## config.mk

```make
export PLATFORM = sky130hd
export DESIGN_NAME = l2_arbiter
export DESIGN_NICKNAME = d
export VERILOG_FILES = /design/src/rtl/l2_arbiter.sv
export SDC_FILE = /design/constraint.sdc
export NUM_CORES = 1
export LEC_CHECK = 0
export ABC_AREA = 1
export BUFFER_PORTS_ARGS = -buffer_cell sky130_fd_sc_hd__buf_2
export CAP_MARGIN = 10
export CORE_AREA = 5 5 113 115
export DETAILED_ROUTE_END_ITERATION = 7
export DIE_AREA = 0 0 118 120
export MAX_ROUTING_LAYER = met4
export PLACE_DENSITY_LB_ADDON = 0.2
export SETUP_SLACK_MARGIN = 0.1
export SLEW_MARGIN = 20
export SYNTH_ARGS = -nofsm -noshare
export SYNTH_HDL_FRONTEND = slang
export SYNTH_SLANG_ARGS = --single-unit
export TNS_END_PERCENT = 5
```

## constraint.sdc

```tcl
create_clock -name clk -period 1.7 [get_ports clk]
set_clock_uncertainty 0.2 [all_clocks]
set_input_delay 0.17 -clock clk [delete_from_list [all_inputs] [get_ports clk]]
set_output_delay 0.17 -clock clk [all_outputs]
set_load 0.01 [all_outputs]
```

## src/rtl/l2_arbiter.sv

```systemverilog
// Purpose : two-client (icache/dcache) round-robin arbiter onto the single word-wide L2 request port.
// Latency : grant is registered (request seen in cycle N is on l2_req_* in N+1); request/response routing is combinational.
// Backpressure: level handshake, clients hold valid until fulfilled; a grant is released after MAX_GRANT_BEATS beats if the other client waits.
//
// Ports:
//   clk, reset         clock and asynchronous active-low reset (0 = in reset)
//   ic_req_* / ic_*    icache request in, fetched word / beat-complete out
//   dc_req_* / dc_*    dcache request in, fetched word / beat-complete out
//   l2_req_* / l2_*    request out to L2, fetched word / beat-complete in
//   *_req_type         memory operation: 0 = LOAD, 1 = STORE
module l2_arbiter #(
    parameter int XLEN            = 32,
    parameter int MAX_GRANT_BEATS = 8
) (
    input  logic            clk,
    input  logic            reset,

    input  logic [XLEN-1:0] ic_req_address,
    input  logic            ic_req_type,
    input  logic            ic_req_valid,
    input  logic [XLEN-1:0] ic_word_to_store,
    output logic [XLEN-1:0] ic_fetched_word,
    output logic            ic_req_fulfilled,

    input  logic [XLEN-1:0] dc_req_address,
    input  logic            dc_req_type,
    input  logic            dc_req_valid,
    input  logic [XLEN-1:0] dc_word_to_store,
    output logic [XLEN-1:0] dc_fetched_word,
    output logic            dc_req_fulfilled,

    output logic [XLEN-1:0] l2_req_address,
    output logic            l2_req_type,
    output logic            l2_req_valid,
    output logic [XLEN-1:0] l2_word_to_store,
    input  logic [XLEN-1:0] l2_fetched_word,
    input  logic            l2_req_fulfilled
);

    localparam logic OP_LOAD = 1'b0;
    localparam int   CW      = $clog2(MAX_GRANT_BEATS + 1);

    typedef enum logic [1:0] {
        IDLE     = 2'd0,
        GRANT_IC = 2'd1,
        GRANT_DC = 2'd2
    } state_t;

    state_t        state;
    logic          last_grant_dc;   // 1: dcache held the most recent grant
    logic [CW-1:0] beat_cnt;
    logic          last_beat;

    // Compared against MAX-1 rather than computing beat_cnt+1, so the
    // counter never needs a carry bit and never reaches MAX_GRANT_BEATS.
    assign last_beat = (beat_cnt == CW'(MAX_GRANT_BEATS - 1));

    // Grant state. Outputs below depend only on this registered state and
    // the live inputs, so l2_req_fulfilled can never reach l2_req_valid.
    always_ff @(posedge clk or negedge reset) begin
        if (!reset) begin
            state         <= IDLE;
            last_grant_dc <= 1'b1;   // icache wins the first tie
            beat_cnt      <= '0;
        end else begin
            case (state)
                IDLE: begin
                    if (ic_req_valid && (!dc_req_valid || last_grant_dc)) begin
                        state    <= GRANT_IC;
                        beat_cnt <= '0;
                    end else if (dc_req_valid) begin
                        state    <= GRANT_DC;
                        beat_cnt <= '0;
                    end
                end
                GRANT_IC: begin
                    if (!ic_req_valid) begin
                        state         <= IDLE;
                        last_grant_dc <= 1'b0;
                    end else if (l2_req_fulfilled) begin
                        if (last_beat) begin
                            // Yield only if the dcache is actually waiting;
                            // otherwise keep streaming with a fresh budget.
                            if (dc_req_valid) begin
                                state         <= IDLE;
                                last_grant_dc <= 1'b0;
                            end else begin
                                beat_cnt <= '0;
                            end
                        end else begin
                            beat_cnt <= beat_cnt + CW'(1);
                        end
                    end
                end
                GRANT_DC: begin
                    if (!dc_req_valid) begin
                        state         <= IDLE;
                        last_grant_dc <= 1'b1;
                    end else if (l2_req_fulfilled) begin
                        if (last_beat) begin
                            if (ic_req_valid) begin
                                state         <= IDLE;
                                last_grant_dc <= 1'b1;
                            end else begin
                                beat_cnt <= '0;
                            end
                        end else begin
                            beat_cnt <= beat_cnt + CW'(1);
                        end
                    end
                end
                default: begin
                    state <= IDLE;
                end
            endcase
        end
    end

    // Request/response routing. Because the state resets asynchronously,
    // asserting reset mid-grant drops l2_req_valid immediately.
    always_comb begin
        l2_req_address   = '0;
        l2_req_type      = OP_LOAD;
        l2_req_valid     = 1'b0;
        l2_word_to_store = '0;
        ic_fetched_word  = '0;
        ic_req_fulfilled = 1'b0;
        dc_fetched_word  = '0;
        dc_req_fulfilled = 1'b0;
        case (state)
            GRANT_IC: begin
                l2_req_address   = ic_req_address;
                l2_req_type      = ic_req_type;
                l2_req_valid     = ic_req_valid;
                l2_word_to_store = ic_word_to_store;
                ic_fetched_word  = l2_fetched_word;
                ic_req_fulfilled = l2_req_fulfilled & ic_req_valid;
            end
            GRANT_DC: begin
                l2_req_address   = dc_req_address;
                l2_req_type      = dc_req_type;
                l2_req_valid     = dc_req_valid;
                l2_word_to_store = dc_word_to_store;
                dc_fetched_word  = l2_fetched_word;
                dc_req_fulfilled = l2_req_fulfilled & dc_req_valid;
            end
            default: begin
                // IDLE: a stray l2_req_fulfilled is dropped here.
            end
        endcase
    end

endmodule
```

* Yosys cells after proc, flatten, opt, wreduce, memory -nomap -nowiden
Index checks and enable logic that the tools add are counted.
** Word-level totals
- Word-level logic and storage cells :: 70
- Bits in latches :: 0
- Input bits :: 167
- Output and inout port bits :: 132
- Memories :: 0
- Memory bits (read-only) :: 0
- RAM bits :: 0
- Bits in registers :: 7
** Cells by class
- Muxes and demuxes :: 39
- Shifts and indexed selects :: 0
- $add $sub $neg :: 1
- Bitwise logic cells :: 2
- Reductions and logical operators :: 9
- $lt $le $gt $ge :: 0
- Multipliers :: 0
- Div/mod/pow operators :: 0
- Equal/unequal tests :: 16
** Operators by type and width (number)
- 32-bit case mux with 2 select lines :: 2
- 32-bit two-way mux :: 2
- 4-bit two-way mux :: 10
- 3-bit != test (second input constant) :: 9
- 2-bit two-way mux :: 10
- 7-bit AND reduction :: 2
- 4-bit case mux with 3 select lines :: 1
- 1-bit two-way mux :: 10
- 2-bit != test (second input constant) :: 4
- 8-bit AND reduction :: 1
- 1-bit case mux with 2 select lines :: 3
- 2-bit case mux with 3 select lines :: 1
- 4-bit by 1-bit adder with 4-bit output (second input constant) :: 1
- 4-bit by 3-bit == test with 1-bit output (second input constant) :: 1
- 3-bit nonzero test :: 1
- 1-bit bitwise AND :: 2
- 2-bit by 1-bit == test with 1-bit output (second input constant) :: 1
- 2-bit == test (second input constant) :: 1
- 2-bit zero test :: 1
- 2-bit nonzero test :: 1
- 1-bit logical AND :: 1
- 1-bit zero test :: 1
- 1-bit logical OR :: 1

* Depth between registers and ports, before layout
Gate-level depths: netlist of the first run.
- Depth in word-level cells :: 5
- Gate-level depth with buffers :: 10
- Gate-level depth less buffers :: 10

* Worst setup path before layout of the first run
OpenSTA, ideal clock, no wires.
- Path type :: reg-to-output
- Start :: register state[0]
- End :: output l2_req_address[10]
- Setup slack :: -0.087 ns
- Data required time :: 1.330 ns
- Arrival :: 1.417 ns
- Cell stages (with the launch flop) :: 7
- Path buffers :: 2
- Cells stage by stage :: dfrtp_1 inv_1 ha_1 inv_1 buf_2 clkbuf_1 a21oi_1
** On the way
- Cells in the longest elaborated chain, start to end :: 2
- Elaborated cells between the ends (all ways) :: 3
- Classes of those cells :: 2 x eq/ne; 1 x mux
** RTL lines
- start: declaration :: line 49 : state_t state;
- start signal: assignment :: line 62 : state <= IDLE;
- start signal: assignment :: line 69 : state <= GRANT_IC;
- start signal: assignment :: line 72 : state <= GRANT_DC;
- 2-bit == test / 2-bit by 1-bit == test with 1-bit output (equally long branches) :: line 130 : case (state)
- 32-bit case mux with 2 select lines (*) :: line 130
- end: declaration :: line 32 : output logic [XLEN-1:0] l2_req_address,
Mark *: on every way between the ends. The rest lies on a longest branch, timed or not.

* Worst setup path after layout of the first run
- Start :: register state[0]
- End :: output l2_word_to_store[14]
** On the way
- Cells in the longest elaborated chain, start to end :: 2
- Elaborated cells between the ends (all ways) :: 3
- Classes of those cells :: 2 x eq/ne; 1 x mux
** RTL lines
- 2-bit == test / 2-bit by 1-bit == test with 1-bit output (equally long branches) :: line 130
- 32-bit case mux with 2 select lines (*) :: line 130
- end: declaration :: line 35 : output logic [XLEN-1:0] l2_word_to_store,
Marked as above.

==> out/qor.tcl, run 1 <==
set qor(grt_remaining_overflow) 0
set qor(half_perimeter_wire_length_after_placement_um) 10400
set qor(synth.avg_cell_area_um2) 4.68
set qor(fillCellCount) 1257
set qor(dpl-instance-area_mm2) 0.00426
set qor(power-per-cell-area_mw_per_mm2) 1600
set qor(pre_cts_ws_ns) -0.0683
set qor(hold_path_class) {input port to asynchronous set/reset pin}
set qor(drtAntennaViolNets) 0
set qor(grt_first_pass_wirelength_um) 18700
set qor(max-clock-path-buffers) 2
set qor(worst_skew_pair.late_latency_ns) 0.23
set qor(setup_repair_after_global_routing_missed_its_margin) {true}
set qor(clk_root_buffer_cell) {sky130_fd_sc_hd__clkbuf_16}
set qor(number_of_flip_flops_and_latches_in_the_synthesized_netlist) 7
set qor(drtPass1Iterations) 6
set qor(layout.cells.most_common) {sky130_fd_sc_hd__buf_2}
set qor(numPortBuffers) 298
set qor(outcome) {finished, violations left}
set qor(reg2reg_slack_ns) -0.16
set qor(maxClockFrequency_mhz) 505
set qor(post_drt_wl_per_cell_um) 14.4
set qor(critical_path.max_stage_delay_ns) 0.38
set qor(via_count) 3869
set qor(syn-num-nets) 621
set qor(placement_rows) 40
set qor(core_area_mm2) 0.0117
set qor(place.gp.congestion) 0.856
set qor(grt_start_max_net_pins) 32
set qor(p_comb_share_pct) 91.3
set qor(worstReg2RegStart) {state[0]}
set qor(drc_errors) 0
set qor(initial_drc_count) 159
set qor(worst_slew_margin_rel_pct) 79.2
set qor(initial_core_util_pct) 18.0
set qor(tritoncts) {built}
set qor(crit_fanout) 7
set qor(post_route_cells_drive_above_1_share_pct) 61.3
set qor(ir_worst_vdd_uv) 854
set qor(timing.final.setup_violations) 139
set qor(reg2regPathDepth) 12
set qor(clock_tree.htree_level_count) 1
set qor(critical_path.startpoint_type) {flip-flop}
set qor(overall_die_width_um) 118
set qor(floorplan.io_pins) 299
set qor(route.final.wire_length_um) 13200
set qor(syn-cell-area_mm2) 0.00210
set qor(first_global_vias) 3806
set qor(critPathArrivalTime_ns) 1.61
set qor(finish.net_count) 940
set qor(final-max-slew-violation-count) 0
set qor(power_switching_w) 0.00405
set qor(worst-setup-path-type) {flip-flop to output port}
set qor(grt_antenna_before_repair) 2
set qor(cp.required_ns) 1.33
set qor(power_switching_share_pct) 50.3
set qor(timing.critical_path.from) {state[0]}
set qor(synthesis.instances) 449
set qor(die_height_um) 120
set qor(grt_usage_pct) 16.0
set qor(mostFrequentLayoutCells) {269 x sky130_fd_sc_hd__buf_2, 197 x sky130_fd_sc_hd__nand2_1, 60 x sky130_fd_sc_hd__inv_1, 51 x sky130_fd_sc_hd__a21oi_2, 34 x sky130_fd_sc_hd__buf_6}
set qor(synth_cell_type_count) 22
set qor(static-leakage-power_nw) 3.01
set qor(fin_area_mm2) 0.00503
set qor(yosys_warnings) 0
set qor(viasPerCell) 4.22
set qor(worst_setup_hold_path_clk_slew_ns) 0.04
set qor(cts_buffers) 3
set qor(finalHoldViolations) 0
set qor(cp.buffers_inverters) 5
set qor(number_of_max_cap_violations) 0
set qor(failed_checks) {setup timing}
set qor(share_seq_of_total_power_pct) 3.7
set qor(pwr-share-clk_pct) 5.0
set qor(final_period_utilization_pct) 116
set qor(timing.critical_path.slowest_stage_cell) {sky130_fd_sc_hd__dfrtp_1}
set qor(crit-reg2reg-capture) {state[0]}
set qor(synth-seq-area-share_pct) 8.39
set qor(post-route-min-period_ns) 1.98
set qor(p_int_w) 0.00400
set qor(die_area_mm2) 0.0142
set qor(crit_path_cell_trace) {inv_2 > ha_4 > inv_8 > buf_12 > buf_4 > a21oi_2 > buf_2}
set qor(final.setup.worst_slack_ns) -0.278
set qor(critical_path.top_delay_family) {buffers and inverters}
set qor(tritoncts_num_sinks) 7
set qor(syn_to_final_growth_pct) 139
set qor(timing_worst_slew_pin_value_ns) 0.312
set qor(critPathCaptureType) {output port}
set qor(final_util_pct) 43.0
## worst reg2reg max path: cells and delay by family (launching register included)
family | cells | cell delay (ns)
AND/OR/NAND/NOR | 6 | 0.49
buffers and inverters | 4 | 0.44
flip-flops | 1 | 0.40
adder cells (fa/ha/maj) | 1 | 0.16
AO/OA/AOI/OAI | 1 | 0.05
## flip-flops by register name, summed over array words and instances (netlist names)
signal	cells
beat_cnt	4
last_grant_dc	1
state	2
## through the flow
stage / setup TNS (ns) / cells / hold WS [ns] / total power [W]
global route: -36.78 / 916 / 0.132 / 0.00870
global placement: -0.915 / 892 / -0.189 / 0.00601
detailed placement: -2.29 / 892 / -0.184 / 0.00608
floorplan: 0 / 449 / -0.326 / 0.00403
CTS: -24.17 / 899 / 0.101 / 0.00689
finish: -25.92 / 916 / 0.109 / 0.00805
## synthesized netlist by cell type
library cell / count / area share [%]
sky130_fd_sc_hd__inv_1: 74 / 13
sky130_fd_sc_hd__inv_2: 2 / 0.36
sky130_fd_sc_hd__nand4_1: 2 / 0.59
sky130_fd_sc_hd__o21ai_0: 1 / 0.24
sky130_fd_sc_hd__nand2_1: 224 / 40
sky130_fd_sc_hd__o21ai_2: 2 / 0.83
sky130_fd_sc_hd__nand3_2: 3 / 1.4
sky130_fd_sc_hd__nor2_2: 2 / 0.59
sky130_fd_sc_hd__a21oi_2: 1 / 0.42
sky130_fd_sc_hd__buf_2: 22 / 5.2
sky130_fd_sc_hd__buf_4: 5 / 1.8
sky130_fd_sc_hd__clkbuf_1: 3 / 0.54
sky130_fd_sc_hd__nand3b_1: 1 / 0.36
sky130_fd_sc_hd__nor3_1: 2 / 0.48
sky130_fd_sc_hd__ha_1: 5 / 3.0
sky130_fd_sc_hd__nand2_2: 3 / 0.89
sky130_fd_sc_hd__dfstp_2: 1 / 1.2
sky130_fd_sc_hd__nand3_1: 11 / 2.6
sky130_fd_sc_hd__nor2_4: 3 / 1.6
sky130_fd_sc_hd__dfrtp_1: 6 / 7.1
sky130_fd_sc_hd__nor2_1: 10 / 1.8
sky130_fd_sc_hd__a21oi_1: 66 / 16
## cell families after synthesis
logic type | after synthesis | share of synthesized area [%]
compound gates | 70 | 17.2
fa+ha+maj | 5 | 2.97
simple gates | 261 | 50.3
buf+inv | 106 | 21.1
flops | 7 | 8.39
## power by group through the flow
| stage | Combinational, W | Sequential [W] | Clock (W) |
|---|---|---|---|
| after floorplan | 0.00375 | 0.000286 | 0 |
| after global routing | 0.00797 | 0.000304 | 0.000426 |
| after CTS | 0.00618 | 0.000294 | 0.000414 |
| after global placement | 0.00572 | 0.000291 | 0 |
| final | 0.00735 | 0.000296 | 0.000405 |
| after detailed placement | 0.00579 | 0.000293 | 0 |
## worst max path at each step
stage                                 to  cells past startpoint  slack (ns)
finish              l2_word_to_store[14]                      7       -0.28
detailed placement           beat_cnt[2]                      9       -0.07
floorplan             l2_req_address[10]                      7        0.10
global placement             beat_cnt[2]                      9       -0.04
CTS                  l2_word_to_store[2]                      7       -0.29
global route        l2_word_to_store[14]                      7       -0.33
## cell type report
type                    count  area [um^2]  area share, %
diodes                      2         5.00         0.0994
clock buffers               4         78.8           1.57
inverters                  76          293           5.82
multi-input cells         336         1930           38.3
flip-flops and latches      7          176           3.50
well taps                 147          184           3.65
repair buffers            344         2370           47.1
## layer usage
metal  GRT usage, %  vias up  part of all wire, %
met2           30.9      136                   55
met5              -        -                    0
met1           17.4     1742                   38
met3           2.92       12                  5.6
li1               -     1979                    -
met4           2.58        0                  1.4
## repair_timing
action	CTS	global route
hold buffers	1	0
setup endpoints to repair	139	139
cloned	1	8
buffers inserted	1	7
endpoints found under the hold margin	7	0
resized for setup	33	69
pin swaps	4	3
No activity file was read; power rests on OpenSTA's default activity.
==> run 2: changes to the inputs <==
--- a/config.mk
+++ b/config.mk
@@ -12,8 +12,8 @@
 export DETAILED_ROUTE_END_ITERATION = 7
 export DIE_AREA = 0 0 118 120
 export MAX_ROUTING_LAYER = met4
-export PLACE_DENSITY_LB_ADDON = 0.2
 export SETUP_SLACK_MARGIN = 0.1
+export SKIP_LAST_GASP = 1
 export SLEW_MARGIN = 20
 export SYNTH_ARGS = -nofsm -noshare
 export SYNTH_HDL_FRONTEND = slang
==> run 2 against run 1 <==
  * The flow still finishes with violations (setup timing)
  * Critical path depth rose by 1
  * Via count fell by 1.4%
  * Maximum frequency is 1.4% higher
  * Combinational power fell by 5.9%
  * Utilization shrank 2.0 points
  * Clock-buffer cell count unchanged
  * Hold slack worse by 0.0053 ns
  * Clock power about the same
  * First-iteration DRC count increased by 25%
==> out/qor.tcl, run 2 (synthesis results as in run 1) <==
set qor(final-max-slew-violation-count) 0 ;# unchanged
set qor(crit-reg2reg-capture) {beat_cnt[3]}
set qor(half_perimeter_wire_length_after_placement_um) 9500 ;# -8.5%
set qor(floorplan.io_pins) 299 ;# unchanged
set qor(critical_path.startpoint_type) {flip-flop}
set qor(power_switching_w) 0.00391 ;# -3.5%
set qor(outcome) {finished, violations left}
set qor(grt_antenna_before_repair) 2 ;# unchanged
set qor(cp.required_ns) 1.33 ;# about the same
set qor(ir_worst_vdd_uv) 784 ;# -8.1%
set qor(layout_top_registers) {beat_cnt (4), state (2), last_grant_dc (1)}
set qor(grt_first_pass_wirelength_um) 17000 ;# -8.9%
set qor(layout.cells.most_common) {sky130_fd_sc_hd__buf_2}
set qor(tritoncts_num_sinks) 7 ;# unchanged
set qor(critical_path.top_delay_family) {buffers and inverters}
set qor(numPortBuffers) 298 ;# unchanged
set qor(timing_worst_slew_pin_value_ns) 0.229 ;# -0.0823 ns
set qor(power_switching_share_pct) 51.4 ;# +1.0 points
set qor(drtPass1Iterations) 5 ;# -1
set qor(grt_start_max_net_pins) 40 ;# +25%
set qor(pwr-share-clk_pct) 5.3 ;# +0.3 points
set qor(met2WireLength_um) 6420 ;# -11%
set qor(syn_to_final_growth_pct) 128
set qor(route.final.wire_length_um) 12400 ;# -5.5%
set qor(worstReg2RegStart) {state[1]}
set qor(grt_usage_pct) 14.5 ;# -1.5 points
set qor(clk_root_buffer_cell) {sky130_fd_sc_hd__clkbuf_16}
set qor(p_comb_share_pct) 90.9 ;# -0.4 points
set qor(overall_die_width_um) 118 ;# unchanged
set qor(crit_fanout) 10 ;# +3
set qor(share_seq_of_total_power_pct) 3.8 ;# about the same
set qor(cts_buffers) 3 ;# unchanged
set qor(final_period_utilization_pct) 115 ;# -1.7 points
set qor(p_int_w) 0.00370 ;# -7.3%
set qor(drc_errors) 0 ;# unchanged
set qor(crit_path_cell_trace) {buf_6 > ha_4 > buf_6 > clkbuf_16 > buf_4 > nand2_1 > inv_1 > buf_2}
set qor(hold_path_class) {input port to asynchronous set/reset pin}
set qor(route.layer.met1.wl_um) 5130 ;# +2.5%
set qor(timing.critical_path.slowest_stage_cell) {sky130_fd_sc_hd__dfrtp_1}
set qor(setup_repair_after_global_routing_missed_its_margin) {true}
set qor(reg2reg_slack_ns) -0.13 ;# +0.03 ns
set qor(cp.buffers_inverters) 6 ;# +1
set qor(critical_path.max_stage_delay_ns) 0.41 ;# +0.03 ns
set qor(dpl-instance-area_mm2) 0.00424 ;# -0.32%
set qor(number_of_gates_on_the_worst_path_with_buffers_counted) 8 ;# +1
set qor(tritoncts) {built}
set qor(worst_setup_hold_path_clk_slew_ns) 0.04 ;# about the same
set qor(clock_tree.htree_level_count) 1 ;# unchanged
set qor(post_drt_wl_per_cell_um) 13.6 ;# -5.7%
set qor(grt_remaining_overflow) 0 ;# unchanged
set qor(largest_register) {beat_cnt}
set qor(timing.critical_path.from) {state[0]}
set qor(met3RoutedLength_um) 823 ;# +12%
set qor(number_of_max_cap_violations) 0 ;# unchanged
set qor(initial_core_util_pct) 18.0 ;# unchanged
set qor(core_area_mm2) 0.0117 ;# unchanged
set qor(failed_checks) {setup timing}
set qor(via_count) 3813 ;# -1.4%
set qor(final.setup.worst_slack_ns) -0.250 ;# +0.0281 ns
set qor(post-route-min-period_ns) 1.95 ;# -0.0281 ns
set qor(placement_rows) 40 ;# unchanged
set qor(critPathCaptureType) {output port}
set qor(max-clock-path-buffers) 2 ;# unchanged
set qor(timing.final.setup_violations) 139 ;# unchanged
set qor(maxClockFrequency_mhz) 513 ;# +1.4%
set qor(drtAntennaViolNets) 0 ;# unchanged
set qor(power-per-cell-area_mw_per_mm2) 1590 ;# -0.82%
set qor(worst-setup-path-type) {flip-flop to output port}
set qor(mostFrequentLayoutCells) {294 x sky130_fd_sc_hd__buf_2, 220 x sky130_fd_sc_hd__nand2_1, 71 x sky130_fd_sc_hd__inv_1, 49 x sky130_fd_sc_hd__a21oi_2, 16 x sky130_fd_sc_hd__buf_4}
set qor(place.gp.congestion) 0.883 ;# +3.2%
set qor(worst_skew_pair.late_latency_ns) 0.23 ;# about the same
set qor(critPathCapture) {ic_fetched_word[6]}
set qor(setup_tns_ns) -24.16 ;# +1.76 ns
set qor(finalHoldViolations) 0 ;# unchanged
set qor(viasPerCell) 4.15 ;# -1.7%
set qor(first_global_vias) 3379 ;# -11%
set qor(reg2regPathDepth) 9 ;# -3
set qor(dr.max_layer_used) {met4}
set qor(initial_drc_count) 198 ;# +25%
set qor(worst_slew_margin_rel_pct) 84.7 ;# +5.5 points
set qor(worst_path_most_repeated_cell) {sky130_fd_sc_hd__buf_6}
set qor(die_area_mm2) 0.0142 ;# unchanged
set qor(fin_area_mm2) 0.00480 ;# -4.6%
set qor(finish.net_count) 942 ;# +0.21%
set qor(critPathArrivalTime_ns) 1.58 ;# -0.03 ns
set qor(post_route_cells_drive_above_1_share_pct) 56.4 ;# -4.8 points
set qor(die_height_um) 120 ;# unchanged
set qor(largest_register_ff_count) 4 ;# unchanged
set qor(static-leakage-power_nw) 3.00 ;# -0.45%
## run 2: cell count changes in the layout (fill, tap and decap cells not counted), sizes merged
cell    change
clkbuf      +1
inv         +1
## run 2: power by group through the flow
stage / Sequential, W / Combinational [W] / Clock (W)
global route: 0.000298 / 0.00751 / 0.000422
finish: 0.000290 / 0.00692 / 0.000403
floorplan: 0.000286 / 0.00375 / 0
global placement: 0.000297 / 0.00569 / 0
CTS: 0.000285 / 0.00615 / 0.000411
detailed placement: 0.000300 / 0.00570 / 0
## run 2: worst reg2reg max path, delay by kind of cell, from the launching register on
family	cells	cell delay, ns
DFF	1	0.39
adders and majority gates	1	0.20
and+or+nand+nor	5	0.56
buffers and inverters	3	0.37
## run 2: cell type report
cell class / count / area, um^2
Clock buffer: 4 / 78.8
Sequential cell: 7 / 176
Timing Repair inverter: 1 / 11.3
Multi-Input combinational cell: 336 / 1830
Inverter: 76 / 293
Antenna cell: 2 / 5.00
Fill cell: 1273 / 6910
Timing Repair Buffer: 345 / 2220
Tap cell: 147 / 184
## run 2: worst min-delay path by stage
stage | to | slack (ns) | depth (start not counted)
final | beat_cnt[3] | 0.10 | 2
after global routing | beat_cnt[3] | 0.14 | 2
after CTS | beat_cnt[3] | 0.11 | 2
after detailed placement | beat_cnt[3] | -0.17 | 1
after global placement | beat_cnt[3] | -0.18 | 1
after floorplan | beat_cnt[0] | -0.33 | 0
## run 2: metrics by stage
stage / utilization [%] / setup slack [ns] / hold WS [ns] / power (W) / std cells
5_1_grt: 41.0 / -0.305 / 0.141 / 0.00823 / 918
3_3_place_gp: 36.2 / -0.0144 / -0.175 / 0.00599 / 890
2_1_floorplan: - / 0.102 / -0.326 / 0.00403 / 449
3_5_place_dp: 36.2 / -0.0306 / -0.171 / 0.00600 / 890
6_report: 41.0 / -0.250 / 0.103 / 0.00762 / 918
4_1_cts: 37.8 / -0.234 / 0.113 / 0.00685 / 900
## run 2: routing by layer
metal,global-route usage [%],vias to the layer above
met1,17.2,1652
met5,-,-
met3,2.03,8
met4,2.80,0
met2,26.2,167
li1,-,1986
## run 2: what timing repair did
action | 4_1_cts | 5_1_grt
endpoints found under the hold margin | 7 | 0
gates resized for setup | 12 | 18
pin swaps | 1 | 1
setup endpoints to repair | 139 | 139
cloned | 2 | 10
hold buffers | 1 | 0
setup buffers | 3 | 6
==> run 3: changes to the inputs <==
--- a/config.mk
+++ b/config.mk
@@ -12,7 +12,8 @@
 export DETAILED_ROUTE_END_ITERATION = 7
 export DIE_AREA = 0 0 118 120
 export MAX_ROUTING_LAYER = met4
-export SETUP_SLACK_MARGIN = 0.1
+export PLACE_DENSITY_LB_ADDON = 0.15
+export SETUP_SLACK_MARGIN = 0.02
 export SKIP_LAST_GASP = 1
 export SLEW_MARGIN = 20
 export SYNTH_ARGS = -nofsm -noshare
==> run 3 against run 2 <==
  * The flow still finishes with violations (setup timing)
  * Cell count fell by 0.65%
  * Clock-buffer cell count stayed put
  * Sequential cell count unchanged
==> out/qor.tcl, run 3 (synthesis results as in run 1) <==
set qor(timing.final.setup_violations) 139 ;# unchanged
set qor(worst_setup_hold_path_clk_slew_ns) 0.04 ;# about the same
set qor(outcome) {finished, violations left}
set qor(fin_area_mm2) 0.00438 ;# -8.7%
set qor(critPathCaptureType) {output port}
set qor(initial_core_util_pct) 18.0 ;# unchanged
set qor(final.setup.worst_slack_ns) -0.272 ;# -0.0214 ns
set qor(grt_first_pass_wirelength_um) 18800 ;# +11%
set qor(crit_fanout) 15 ;# +5
set qor(clock_tree.htree_level_count) 1 ;# unchanged
set qor(final-max-slew-violation-count) 0 ;# unchanged
set qor(worst_slew_margin_rel_pct) 84.9 ;# +0.20 points
set qor(placed_cells) 886 ;# -0.45%
set qor(final_period_utilization_pct) 116 ;# +1.3 points
set qor(drtPass1Iterations) 4 ;# -1
set qor(viasPerCell) 4.33 ;# +4.3%
set qor(floorplan.io_pins) 299 ;# unchanged
set qor(grt_antenna_before_repair) 3 ;# +1
set qor(cp.required_ns) 1.33 ;# about the same
set qor(numPortBuffers) 298 ;# unchanged
set qor(hold_path_class) {input port to asynchronous set/reset pin}
set qor(setup_tns_ns) -26.14 ;# -1.98 ns
set qor(fillCellCount) 1303 ;# +2.4%
set qor(post_route_cells_drive_above_1_share_pct) 50.4 ;# -6.0 points
set qor(largest_register) {beat_cnt}
set qor(worst_skew_pair.late_latency_ns) 0.24 ;# about the same
set qor(grt_usage_pct) 16.5 ;# +2.0 points
set qor(maxClockFrequency_mhz) 507 ;# -1.1%
set qor(finish.net_count) 935 ;# -0.74%
set qor(failed_checks) {setup timing}
set qor(half_perimeter_wire_length_after_placement_um) 10300 ;# +8.7%
set qor(core_area_mm2) 0.0117 ;# unchanged
set qor(worst-setup-path-type) {flip-flop to output port}
set qor(largest_register_ff_count) 4 ;# unchanged
set qor(number_of_max_cap_violations) 0 ;# unchanged
set qor(static-leakage-power_nw) 2.93 ;# -2.3%
set qor(syn_to_final_growth_pct) 108
set qor(finalPower_w) 0.00656 ;# -14%
set qor(critPathArrivalTime_ns) 1.60 ;# +0.02 ns
set qor(mostFrequentLayoutCells) {298 x sky130_fd_sc_hd__buf_2, 220 x sky130_fd_sc_hd__nand2_1, 71 x sky130_fd_sc_hd__inv_1, 50 x sky130_fd_sc_hd__a21oi_1, 19 x sky130_fd_sc_hd__buf_4}
set qor(layout_top_registers) {beat_cnt (4), state (2), last_grant_dc (1)}
set qor(place.gp.congestion) 0.880 ;# -0.38%
set qor(tritoncts_num_sinks) 7 ;# unchanged
set qor(placement_rows) 40 ;# unchanged
set qor(setup_repair_after_global_routing_missed_its_margin) {true}
set qor(cts_buffers) 3 ;# unchanged
set qor(die_area_mm2) 0.0142 ;# unchanged
set qor(overall_die_width_um) 118 ;# unchanged
set qor(layout.cells.most_common) {sky130_fd_sc_hd__buf_2}
set qor(dpl-instance-area_mm2) 0.00390 ;# -8.1%
set qor(grt_remaining_overflow) 0 ;# unchanged
set qor(critical_path.startpoint_type) {flip-flop}
set qor(grt_start_max_net_pins) 27 ;# -33%
set qor(drc_errors) 0 ;# unchanged
set qor(first_global_vias) 3680 ;# +8.9%
set qor(timing_worst_slew_pin_value_ns) 0.226 ;# -0.00302 ns
set qor(clk_root_buffer_cell) {sky130_fd_sc_hd__clkbuf_16}
set qor(drtAntennaViolNets) 0 ;# unchanged
set qor(max-clock-path-buffers) 2 ;# unchanged
set qor(finish.cell_count_without_fillers) 912 ;# -0.65%
set qor(post-route-min-period_ns) 1.97 ;# +0.0214 ns
set qor(power-per-cell-area_mw_per_mm2) 1500 ;# -5.7%
set qor(post_drt_wl_per_cell_um) 14.2 ;# +4.7%
set qor(ir_worst_vdd_uv) 563 ;# -28%
set qor(finalHoldViolations) 0 ;# unchanged
set qor(route.final.wire_length_um) 13000 ;# +4.1%
set qor(die_height_um) 120 ;# unchanged
set qor(via_count) 3950 ;# +3.6%
set qor(initial_drc_count) 171 ;# -14%
set qor(tritoncts) {built}
run 3: cell types whose count changed in the layout (fill, tap and decap cells not counted), sizes merged:
cell / before / now
diode: 2 / 3
clkbuf: 13 / 7
inv: 77 / 76
run 3: final cells by class:
cell class / count / area [um^2] / area share [%]
Inverter: 76 / 288 / 6.56
Multi-Input combinational cell: 336 / 1600 / 36.5
Sequential cell: 7 / 176 / 4.02
Clock buffer: 4 / 78.8 / 1.80
Timing Repair Buffer: 339 / 2050 / 46.7
Tap cell: 147 / 184 / 4.20
Antenna cell: 3 / 7.51 / 0.171
run 3: worst paths after layout:
| path | cells after the start | slack, ns | to | start |
|---|---|---|---|---|
| max | 8 | -0.27 | ic_fetched_word[7] | state[0] |
| min | 2 | 0.10 | beat_cnt[3] | reset |
| max reg2reg | 11 | -0.11 | state[1] | state[0] |
| min reg2reg | 2 | 0.26 | last_grant_dc | last_grant_dc |
| max in group asynchronous | 2 | 0.95 | last_grant_dc | reset |
| min in group clk | 5 | 0.19 | beat_cnt[1] | l2_req_fulfilled |
run 3: power by group:
group	leakage, nW	internal (W)	switching (W)
registers	0.0905	0.000234	0.0000518
logic	2.80	0.00259	0.00327
clock network	0.0382	0.000313	0.0000993
total	2.93	0.00313	0.00343
run 3: routing by layer:
metal | vias to the layer above | wire, um | track usage [%]
li1 | 1977 | - | -
met1 | 1742 | 5370 | 20.7
met2 | 212 | 6200 | 26.6
met3 | 19 | 1150 | 3.68
met4 | 0 | 236 | 4.80
met5 | - | 0 | -
run 3: worst max-delay path: stages, from the launching register on:
cell and delay (ns):
sky130_fd_sc_hd__dfrtp_1 0.39, sky130_fd_sc_hd__buf_4 0.15, sky130_fd_sc_hd__ha_4 0.17, sky130_fd_sc_hd__buf_4 0.14, sky130_fd_sc_hd__buf_12 0.13, sky130_fd_sc_hd__buf_12 0.14, sky130_fd_sc_hd__nand2_1 0.05, sky130_fd_sc_hd__inv_1 0.04
sky130_fd_sc_hd__buf_2 0.13
run 3: repair_timing:
action	in CTS	in global routing
endpoints found under the setup margin	135	139
pin swaps	2	7
setup buffers	4	8
gates resized for setup	9	28
gates cloned	3	4
hold endpoints to repair	7	0
hold buffers	1	0
run 3: through the flow:
step	util [%]	setup slack (ns)	hold WS [ns]
6_report	37.4	-0.272	0.104
5_1_grt	37.4	-0.334	0.135
4_1_cts	35.4	-0.281	0.115
3_5_place_dp	33.3	-0.0865	-0.177
3_3_place_gp	33.3	-0.0867	-0.178
2_1_floorplan	-	-0.0220	-0.326
